$ cat config.mk
export PLATFORM = sky130hd
export DESIGN_NAME = gerenciador_vagas
export DESIGN_NICKNAME = d
export VERILOG_FILES = /design/src/rtl/gerenciador_vagas.sv
export SDC_FILE = /design/constraint.sdc
export NUM_CORES = 1
export LEC_CHECK = 0
export CELL_PAD_IN_SITES_DETAIL_PLACEMENT = 1
export CELL_PAD_IN_SITES_GLOBAL_PLACEMENT = 2
export CORE_MARGIN = 1.5
export CORE_UTILIZATION = 28
export CTS_CLUSTER_DIAMETER = 50
export DETAILED_ROUTE_END_ITERATION = 8
export PLACE_DENSITY_LB_ADDON = 0.1
export SETUP_SLACK_MARGIN = 0.4
export SYNTH_ARGS = -nofsm -noshare
export SYNTH_HDL_FRONTEND = slang
export SYNTH_SLANG_ARGS = --single-unit
$ cat constraint.sdc
create_clock -name Clk -period 5.37 [get_ports Clk]
set_input_delay 1.074 -clock Clk [delete_from_list [all_inputs] [get_ports Clk]]
set_output_delay 1.074 -clock Clk [all_outputs]
set_load 0.005 [all_outputs]
$ cat src/rtl/gerenciador_vagas.sv
// Parking lot spot controller: arbitrates entry/exit gate requests,
// keeps the occupancy map, drives gates for a fixed time, publishes counts.
//
// Ports:
//   Clk, Rst_n         clock, synchronous active-low reset
//   PedidoEntrada      entry request level
//   PedidoSaida        exit request level, with VagaSaida (spot index)
//   Vagas              occupancy map (bit i = spot i occupied)
//   Ocupadas/Livres    occupied / free spot counts
//   Lotado             lot full
//   CancelaEntrada/Saida  gate open outputs
//   VagaAtribuida      spot given by last entry grant
//   AckEntrada/NegadoEntrada/AckSaida/ErroSaida  one-cycle result pulses
module gerenciador_vagas #(
    parameter int NUM_VAGAS   = 8,
    parameter int GATE_CYCLES = 16,
    localparam int IW = (NUM_VAGAS > 1) ? $clog2(NUM_VAGAS) : 1,
    localparam int CW = $clog2(NUM_VAGAS + 1),
    localparam int TW = (GATE_CYCLES > 1) ? $clog2(GATE_CYCLES) : 1
) (
    input  logic                 Clk,
    input  logic                 Rst_n,
    input  logic                 PedidoEntrada,
    input  logic                 PedidoSaida,
    input  logic [IW-1:0]        VagaSaida,
    output logic [NUM_VAGAS-1:0] Vagas,
    output logic [CW-1:0]        Ocupadas,
    output logic [CW-1:0]        Livres,
    output logic                 Lotado,
    output logic                 CancelaEntrada,
    output logic                 CancelaSaida,
    output logic [IW-1:0]        VagaAtribuida,
    output logic                 AckEntrada,
    output logic                 NegadoEntrada,
    output logic                 AckSaida,
    output logic                 ErroSaida
);

    typedef enum logic [1:0] {
        S_IDLE,
        S_ABRE_ENT,
        S_ABRE_SAI
    } estado_t;

    localparam logic [IW:0]   LP_NV    = (IW + 1)'(NUM_VAGAS);
    localparam logic [CW-1:0] LP_NV_C  = CW'(NUM_VAGAS);
    localparam logic [TW-1:0] LP_T_INI = TW'(GATE_CYCLES - 1);

    function automatic logic [IW-1:0] menor_livre(
        input logic [NUM_VAGAS-1:0] m
    );
        logic [IW-1:0] idx;
        idx = '0;
        // Scan downward so the last hit is the lowest free index.
        for (int i = NUM_VAGAS - 1; i >= 0; i--) begin
            if (!m[i]) idx = IW'(i);
        end
        return idx;
    endfunction

    function automatic logic [CW-1:0] popcount(
        input logic [NUM_VAGAS-1:0] m
    );
        logic [CW-1:0] c;
        c = '0;
        for (int i = 0; i < NUM_VAGAS; i++) begin
            c = c + CW'(m[i]);
        end
        return c;
    endfunction

    estado_t              r_estado;
    logic [TW-1:0]        r_timer;
    logic [NUM_VAGAS-1:0] r_vagas;
    logic [CW-1:0]        r_ocup;
    logic [CW-1:0]        r_livres;
    logic                 r_lotado;
    logic                 r_cancela_ent;
    logic                 r_cancela_sai;
    logic [IW-1:0]        r_vaga_atr;
    logic                 r_ack_ent;
    logic                 r_neg_ent;
    logic                 r_ack_sai;
    logic                 r_erro_sai;
    logic                 r_prio_sai;

    estado_t              w_estado_nxt;
    logic [TW-1:0]        w_timer_nxt;
    logic [NUM_VAGAS-1:0] w_vagas_nxt;
    logic [CW-1:0]        w_ocup_nxt;
    logic                 w_cancela_ent_nxt;
    logic                 w_cancela_sai_nxt;
    logic [IW-1:0]        w_vaga_atr_nxt;
    logic                 w_ack_ent_nxt;
    logic                 w_neg_ent_nxt;
    logic                 w_ack_sai_nxt;
    logic                 w_erro_sai_nxt;
    logic                 w_prio_sai_nxt;

    logic                 w_pulso;
    logic                 w_saida_ok;
    logic                 w_serve_sai;
    logic [IW-1:0]        w_livre_idx;

    // A pulse still showing means the requester has not had a chance to
    // drop its request yet, so this cycle is skipped for sampling.
    assign w_pulso = r_ack_ent | r_neg_ent | r_ack_sai | r_erro_sai;

    assign w_livre_idx = menor_livre(r_vagas);
    assign w_saida_ok  = ({1'b0, VagaSaida} < LP_NV) && r_vagas[VagaSaida];

    // A full lot can only make progress through an exit.
    assign w_serve_sai = (PedidoEntrada && PedidoSaida) ?
                         (r_lotado || r_prio_sai) : PedidoSaida;

    always_comb begin
        w_estado_nxt      = r_estado;
        w_timer_nxt       = r_timer;
        w_vagas_nxt       = r_vagas;
        w_cancela_ent_nxt = r_cancela_ent;
        w_cancela_sai_nxt = r_cancela_sai;
        w_vaga_atr_nxt    = r_vaga_atr;
        w_ack_ent_nxt     = 1'b0;
        w_neg_ent_nxt     = 1'b0;
        w_ack_sai_nxt     = 1'b0;
        w_erro_sai_nxt    = 1'b0;
        w_prio_sai_nxt    = r_prio_sai;

        unique case (r_estado)
            S_IDLE: begin
                if (!w_pulso && (PedidoEntrada || PedidoSaida)) begin
                    if (w_serve_sai) begin
                        w_prio_sai_nxt = 1'b0;
                        if (w_saida_ok) begin
                            w_vagas_nxt[VagaSaida] = 1'b0;
                            w_ack_sai_nxt          = 1'b1;
                            w_cancela_sai_nxt      = 1'b1;
                            w_timer_nxt            = LP_T_INI;
                            w_estado_nxt           = S_ABRE_SAI;
                        end else begin
                            w_erro_sai_nxt = 1'b1;
                        end
                    end else begin
                        w_prio_sai_nxt = 1'b1;
                        if (r_lotado) begin
                            w_neg_ent_nxt = 1'b1;
                        end else begin
                            w_vagas_nxt[w_livre_idx] = 1'b1;
                            w_vaga_atr_nxt           = w_livre_idx;
                            w_ack_ent_nxt            = 1'b1;
                            w_cancela_ent_nxt        = 1'b1;
                            w_timer_nxt              = LP_T_INI;
                            w_estado_nxt             = S_ABRE_ENT;
                        end
                    end
                end
            end
            S_ABRE_ENT, S_ABRE_SAI: begin
                if (r_timer == '0) begin
                    w_cancela_ent_nxt = 1'b0;
                    w_cancela_sai_nxt = 1'b0;
                    w_estado_nxt      = S_IDLE;
                end else begin
                    w_timer_nxt = r_timer - 1'b1;
                end
            end
            default: begin
                w_cancela_ent_nxt = 1'b0;
                w_cancela_sai_nxt = 1'b0;
                w_estado_nxt      = S_IDLE;
            end
        endcase
    end

    // Counts are derived from the next map so they land with Vagas.
    assign w_ocup_nxt = popcount(w_vagas_nxt);

    always_ff @(posedge Clk) begin
        if (!Rst_n) begin
            r_estado      <= S_IDLE;
            r_timer       <= '0;
            r_vagas       <= '0;
            r_ocup        <= '0;
            r_livres      <= LP_NV_C;
            r_lotado      <= 1'b0;
            r_cancela_ent <= 1'b0;
            r_cancela_sai <= 1'b0;
            r_vaga_atr    <= '0;
            r_ack_ent     <= 1'b0;
            r_neg_ent     <= 1'b0;
            r_ack_sai     <= 1'b0;
            r_erro_sai    <= 1'b0;
            r_prio_sai    <= 1'b0;
        end else begin
            r_estado      <= w_estado_nxt;
            r_timer       <= w_timer_nxt;
            r_vagas       <= w_vagas_nxt;
            r_ocup        <= w_ocup_nxt;
            r_livres      <= LP_NV_C - w_ocup_nxt;
            r_lotado      <= (w_ocup_nxt == LP_NV_C);
            r_cancela_ent <= w_cancela_ent_nxt;
            r_cancela_sai <= w_cancela_sai_nxt;
            r_vaga_atr    <= w_vaga_atr_nxt;
            r_ack_ent     <= w_ack_ent_nxt;
            r_neg_ent     <= w_neg_ent_nxt;
            r_ack_sai     <= w_ack_sai_nxt;
            r_erro_sai    <= w_erro_sai_nxt;
            r_prio_sai    <= w_prio_sai_nxt;
        end
    end

    assign Vagas          = r_vagas;
    assign Ocupadas       = r_ocup;
    assign Livres         = r_livres;
    assign Lotado         = r_lotado;
    assign CancelaEntrada = r_cancela_ent;
    assign CancelaSaida   = r_cancela_sai;
    assign VagaAtribuida  = r_vaga_atr;
    assign AckEntrada     = r_ack_ent;
    assign NegadoEntrada  = r_neg_ent;
    assign AckSaida       = r_ack_sai;
    assign ErroSaida      = r_erro_sai;

endmodule

==> impl.org <==
** Min path
- Number of stages on the worst hold path :: 2
- The worst hold path belongs to the class register to register.

** STA
- For the final database, setup skew stands at 0.00498 ns.
- Static timing analysis puts the maximum clock frequency at 208 MHz.
- Adding up every negative setup slack in the final design gives 0 ns.
- Final Slew Violations :: 0
- Smallest setup slack after layout :: 0.563 ns
- Slew at the pin closest to its max-slew limit :: just over 0.7 ns
- Worst hold slack across all endpoints :: between 0.4 and 0.5 ns
- Setup repair after global routing could not meet its margin everywhere.
- Final Hold Violating Endpoints :: 0
- Worst-case headroom to the max-slew limit :: 52.9%
- Final Cycle Share :: 89.5%
- Setup violations remaining at the end of the flow were counted as 0.
- For the finished layout, the period the worst path requires is a little under 5 ns.

** Logic synthesis
- Yosys attributes the largest share of cell area to sky130_fd_sc_hd__dfxtp_1, sky130_fd_sc_hd__fa_1, sky130_fd_sc_hd__ha_1.
- Counting every net in the synthesized netlist gives about 230.
- Most frequently used cell type in the post-synthesis netlist :: sky130_fd_sc_hd__dfxtp_1
- By count the netlist is led by sky130_fd_sc_hd__dfxtp_1, sky130_fd_sc_hd__inv_1, sky130_fd_sc_hd__nor2_1.
- Synthesis produced a netlist whose cell count is 209.
- The mapped netlist covers 1820 µm².
- Summed over its instances, the top area cell type makes up 35.3% of the synthesized netlist area.
- Warnings from Yosys :: 0
- A synthesized cell averages 8.69 µm².
- Yosys reg bits :: 32
- Library cell occupying the most area in the post-synthesis netlist :: sky130_fd_sc_hd__dfxtp_1
- Post-synthesis async set-or-reset flop share :: 0%
- In the synthesized netlist the dominant register cell turns out to be sky130_fd_sc_hd__dfxtp_1.
- Part of the Yosys area used for sequential elements :: 35.3%
- Count of flip-flops with a built-in enable after synthesis :: 0
- The number of different library cells used by synthesis comes to 52.

** Route
- For this run, the detailed router's first-pass iteration total came to 4.
- Wire per inst :: 15.8 µm
- The routed layout has roughly 1700 vias.
- Detailed-route DRC error count :: 0
- Via/cell ratio :: 5.13
- Count of nets left with antenna violations after detail routing :: 0
- Total detailed-routing wirelength :: 5180 µm
- The first routing iteration left 41 violations.

** Worst setup path
- Buf/Inv on CP :: 3
- Most common cell type on the critical path :: sky130_fd_sc_hd__fa_1
- Traced cell by cell, the critical path runs through buf_6 > or3b_4 > and4_1 > and2_4 > a31o_2 > fa_1 > fa_1 > inv_1 > fa_1 > ha_2 > fa_1 > inv_1 > ha_2 > and2_1.
- The slowest stage of the critical path belongs to the cell sky130_fd_sc_hd__fa_1.
- Capturing element type of the critical path :: register
- Gate family responsible for the most delay along the worst path :: adder cells
- STA classifies the critical path startpoint as a primary input.
- Arrival time reported for the critical path endpoint :: between 4 and 5 ns
- Worst Path Max Fanout :: 5
- Critical Path Max Stage Delay :: 0.52 ns
- The worst setup path is of the primary input to register kind.
- For the worst setup path, the data required time is 5.55 ns.
- The worst register-to-register path has a depth of 14.
- WP depth :: 14

** Finish
- Inserted Diodes :: 0
- The count of cells in the finished layout, fillers not included, comes to 328.
- The area growth from synthesis to layout is 34.5%.
- Nets@finish :: 267
- Of the cells placed in the final design, the portion with a size suffix greater than 1 is between 10% and 20%.

** Power and ir drop
- Leakage power of the design :: 0.936 nW
- Power per unit of standard cell area :: 392 nW/µm²
- VDD sags by at most roughly 200 µV.

** Outcome
- The flow ran to the end, and the final reports show no timing, DRC or antenna violations.

** Clock tree
- Number of buffers created by CTS :: 5
- CTS H-tree depth :: 2
- Clock-pin slew on the worst setup and hold paths :: ~0.070 ns
- Number of buffers between clock root and the deepest sink :: 2
- The number of hold buffers added after CTS was 0.
- Number of sinks handled by clock tree synthesis :: 32
- Clock insertion delay at the later pin of the skew report :: 0.29 ns
- The cell sitting at the root of the clock tree is a sky130_fd_sc_hd__clkbuf_8.
- TritonCTS built the clock tree.

** Global routing
- Entering global routing, the biggest net connects 19 pins.
- After global routing the overflow that remains totals 0.
- Global routing used between 15 and 20% of the available tracks across all layers.
- Via count of the first global-routing pass :: around 1800
- The initial antenna violation count came to 0.
- The first global-routing pass estimated around 8900 µm of wire.

** Placement
- PortBufs :: 32
- Cell count after placement :: 316
- DP Wirelength :: between 3000 and 4000 µm
- Before CTS, the worst setup slack after placement is -0.236 ns.
- At the end of routability-driven placement, the weighted congestion stood at 0.783.

** Floorplanning
- The floorplan step defined a die boundary enclosing 6980 µm².
- Measured along the y axis, the die boundary spans 83.6 µm.
- In this run the core area contains 29 standard-cell rows.
- Die width :: 83.6 µm
- Once the floorplan was initialized, standard cells occupied 28.8% of the core.
- After floorplanning, the core was sized to cover 6310 µm².
- During I/O placement, the number of pins put on the boundary was 33.

** Job
- The tool flagged a number of max-cap violations equal to 0.
[sequential cells by signal, indices dropped and copies added, names as in the netlist]
name,cells
AckEntrada,1
AckSaida,1
CancelaEntrada,1
CancelaSaida,1
ErroSaida,1
Livres,3
Lotado,1
NegadoEntrada,1
Ocupadas,4
VagaAtribuida,3
Vagas,8
r_estado,2
r_prio_sai,1
r_timer,4
[worst paths after layout]
kind | start | to | slack [ns]
hold reg to reg | r_timer[1] | r_timer[1] | 0.49
setup / recovery | PedidoEntrada | Livres[1] | 0.56
setup reg to reg | r_estado[0] | Livres[1] | 0.84
hold / removal | r_timer[1] | r_timer[1] | 0.49
[tightest hold or removal path, cell delays in order, from the launching register on]
cell and delay [ns]:
sky130_fd_sc_hd__dfxtp_1 0.31, sky130_fd_sc_hd__inv_1 0.07, sky130_fd_sc_hd__a21oi_1 0.06
[repair_timing]
item | 4_1_cts | 5_1_grt
setup buffers | 3 | 1
pin swaps | 7 | 9
resized for setup | 9 | 10
setup endpoints to repair | 6 | 6
[cell families after synthesis]
logic type	share of synthesized area, %
simple gates	22.7
fa+ha+maj	8.54
mux	4.20
xor+xnor	0.964
flops	35.3
compound gates	21.4
buf+inv	7.02
[routing by layer]
layer  global-route usage, %  up-vias  routed length (µm)
li1                        -      829                   -
met1                    19.6      832                2430
met2                    28.0       17                2560
met3                    3.36        6                 129
met4                    4.77        0                  60
met5                       0        -                   0
[through the flow]
step                util [%]  power [W]  area (µm²)
global route            38.7    0.00104        2440
CTS                     38.3   0.000961        2420
detailed placement      36.4   0.000749        2300
floorplan                  -   0.000609        1870
finish                  38.7   0.000957        2440
global placement        36.4   0.000731        2300
[layout make-up]
type / count / area, µm²
timing repair buffer: 47 / 437
tap: 77 / 96.3
sequential: 32 / 641
inverter: 19 / 71.3
multi-input combinational: 145 / 1110
clock buffer: 8 / 90.1
fill: 741 / 3870
[cell usage in the layout, fill, tap and decap left out, types with 2 or more instances in the layout]
cell                              Yosys  final
sky130_fd_sc_hd__o21ai_0              9      6
sky130_fd_sc_hd__mux2i_1              5      3
sky130_fd_sc_hd__fa_1                 4      4
sky130_fd_sc_hd__nor2b_1              2      2
sky130_fd_sc_hd__o221a_2              3      3
sky130_fd_sc_hd__nand2_1              9      9
sky130_fd_sc_hd__xor2_1               2      2
sky130_fd_sc_hd__clkbuf_1             9      2
sky130_fd_sc_hd__and3_1               4      4
sky130_fd_sc_hd__a21oi_1             13     13
sky130_fd_sc_hd__o21ai_1              0      3
sky130_fd_sc_hd__nor2_1              17     16
sky130_fd_sc_hd__ha_1                 6      4
sky130_fd_sc_hd__clkbuf_8             0      6
sky130_fd_sc_hd__clkdlybuf4s50_1      0     27
sky130_fd_sc_hd__inv_1               18     18
sky130_fd_sc_hd__ha_2                 0      2
sky130_fd_sc_hd__nand4_1              2      2
sky130_fd_sc_hd__a31o_2               2      2
sky130_fd_sc_hd__a41oi_2              0      2
sky130_fd_sc_hd__nor3_1               8      8
sky130_fd_sc_hd__o21a_1               2      2
sky130_fd_sc_hd__nand2b_1             6      6
sky130_fd_sc_hd__dlymetal6s2s_1       0      2
sky130_fd_sc_hd__buf_4                1     14
sky130_fd_sc_hd__dfxtp_1             32     32
sky130_fd_sc_hd__nand3_1             10     10
sky130_fd_sc_hd__mux2i_2              0      2
sky130_fd_sc_hd__and2_1               7      6
sky130_fd_sc_hd__or3_1                2      2
sky130_fd_sc_hd__a32o_1               2      2
sky130_fd_sc_hd__buf_6                0      2
[power breakdown]
group	leakage (nW)	total, W	switching [W]	internal, W
clock	0.0455	0.000196	0.0000915	0.000105
combinational	0.629	0.000446	0.000230	0.000216
sequential	0.261	0.000315	0.0000297	0.000285
total	0.936	0.000957	0.000351	0.000606
Note: power is estimated with default switching activity, not from simulation.
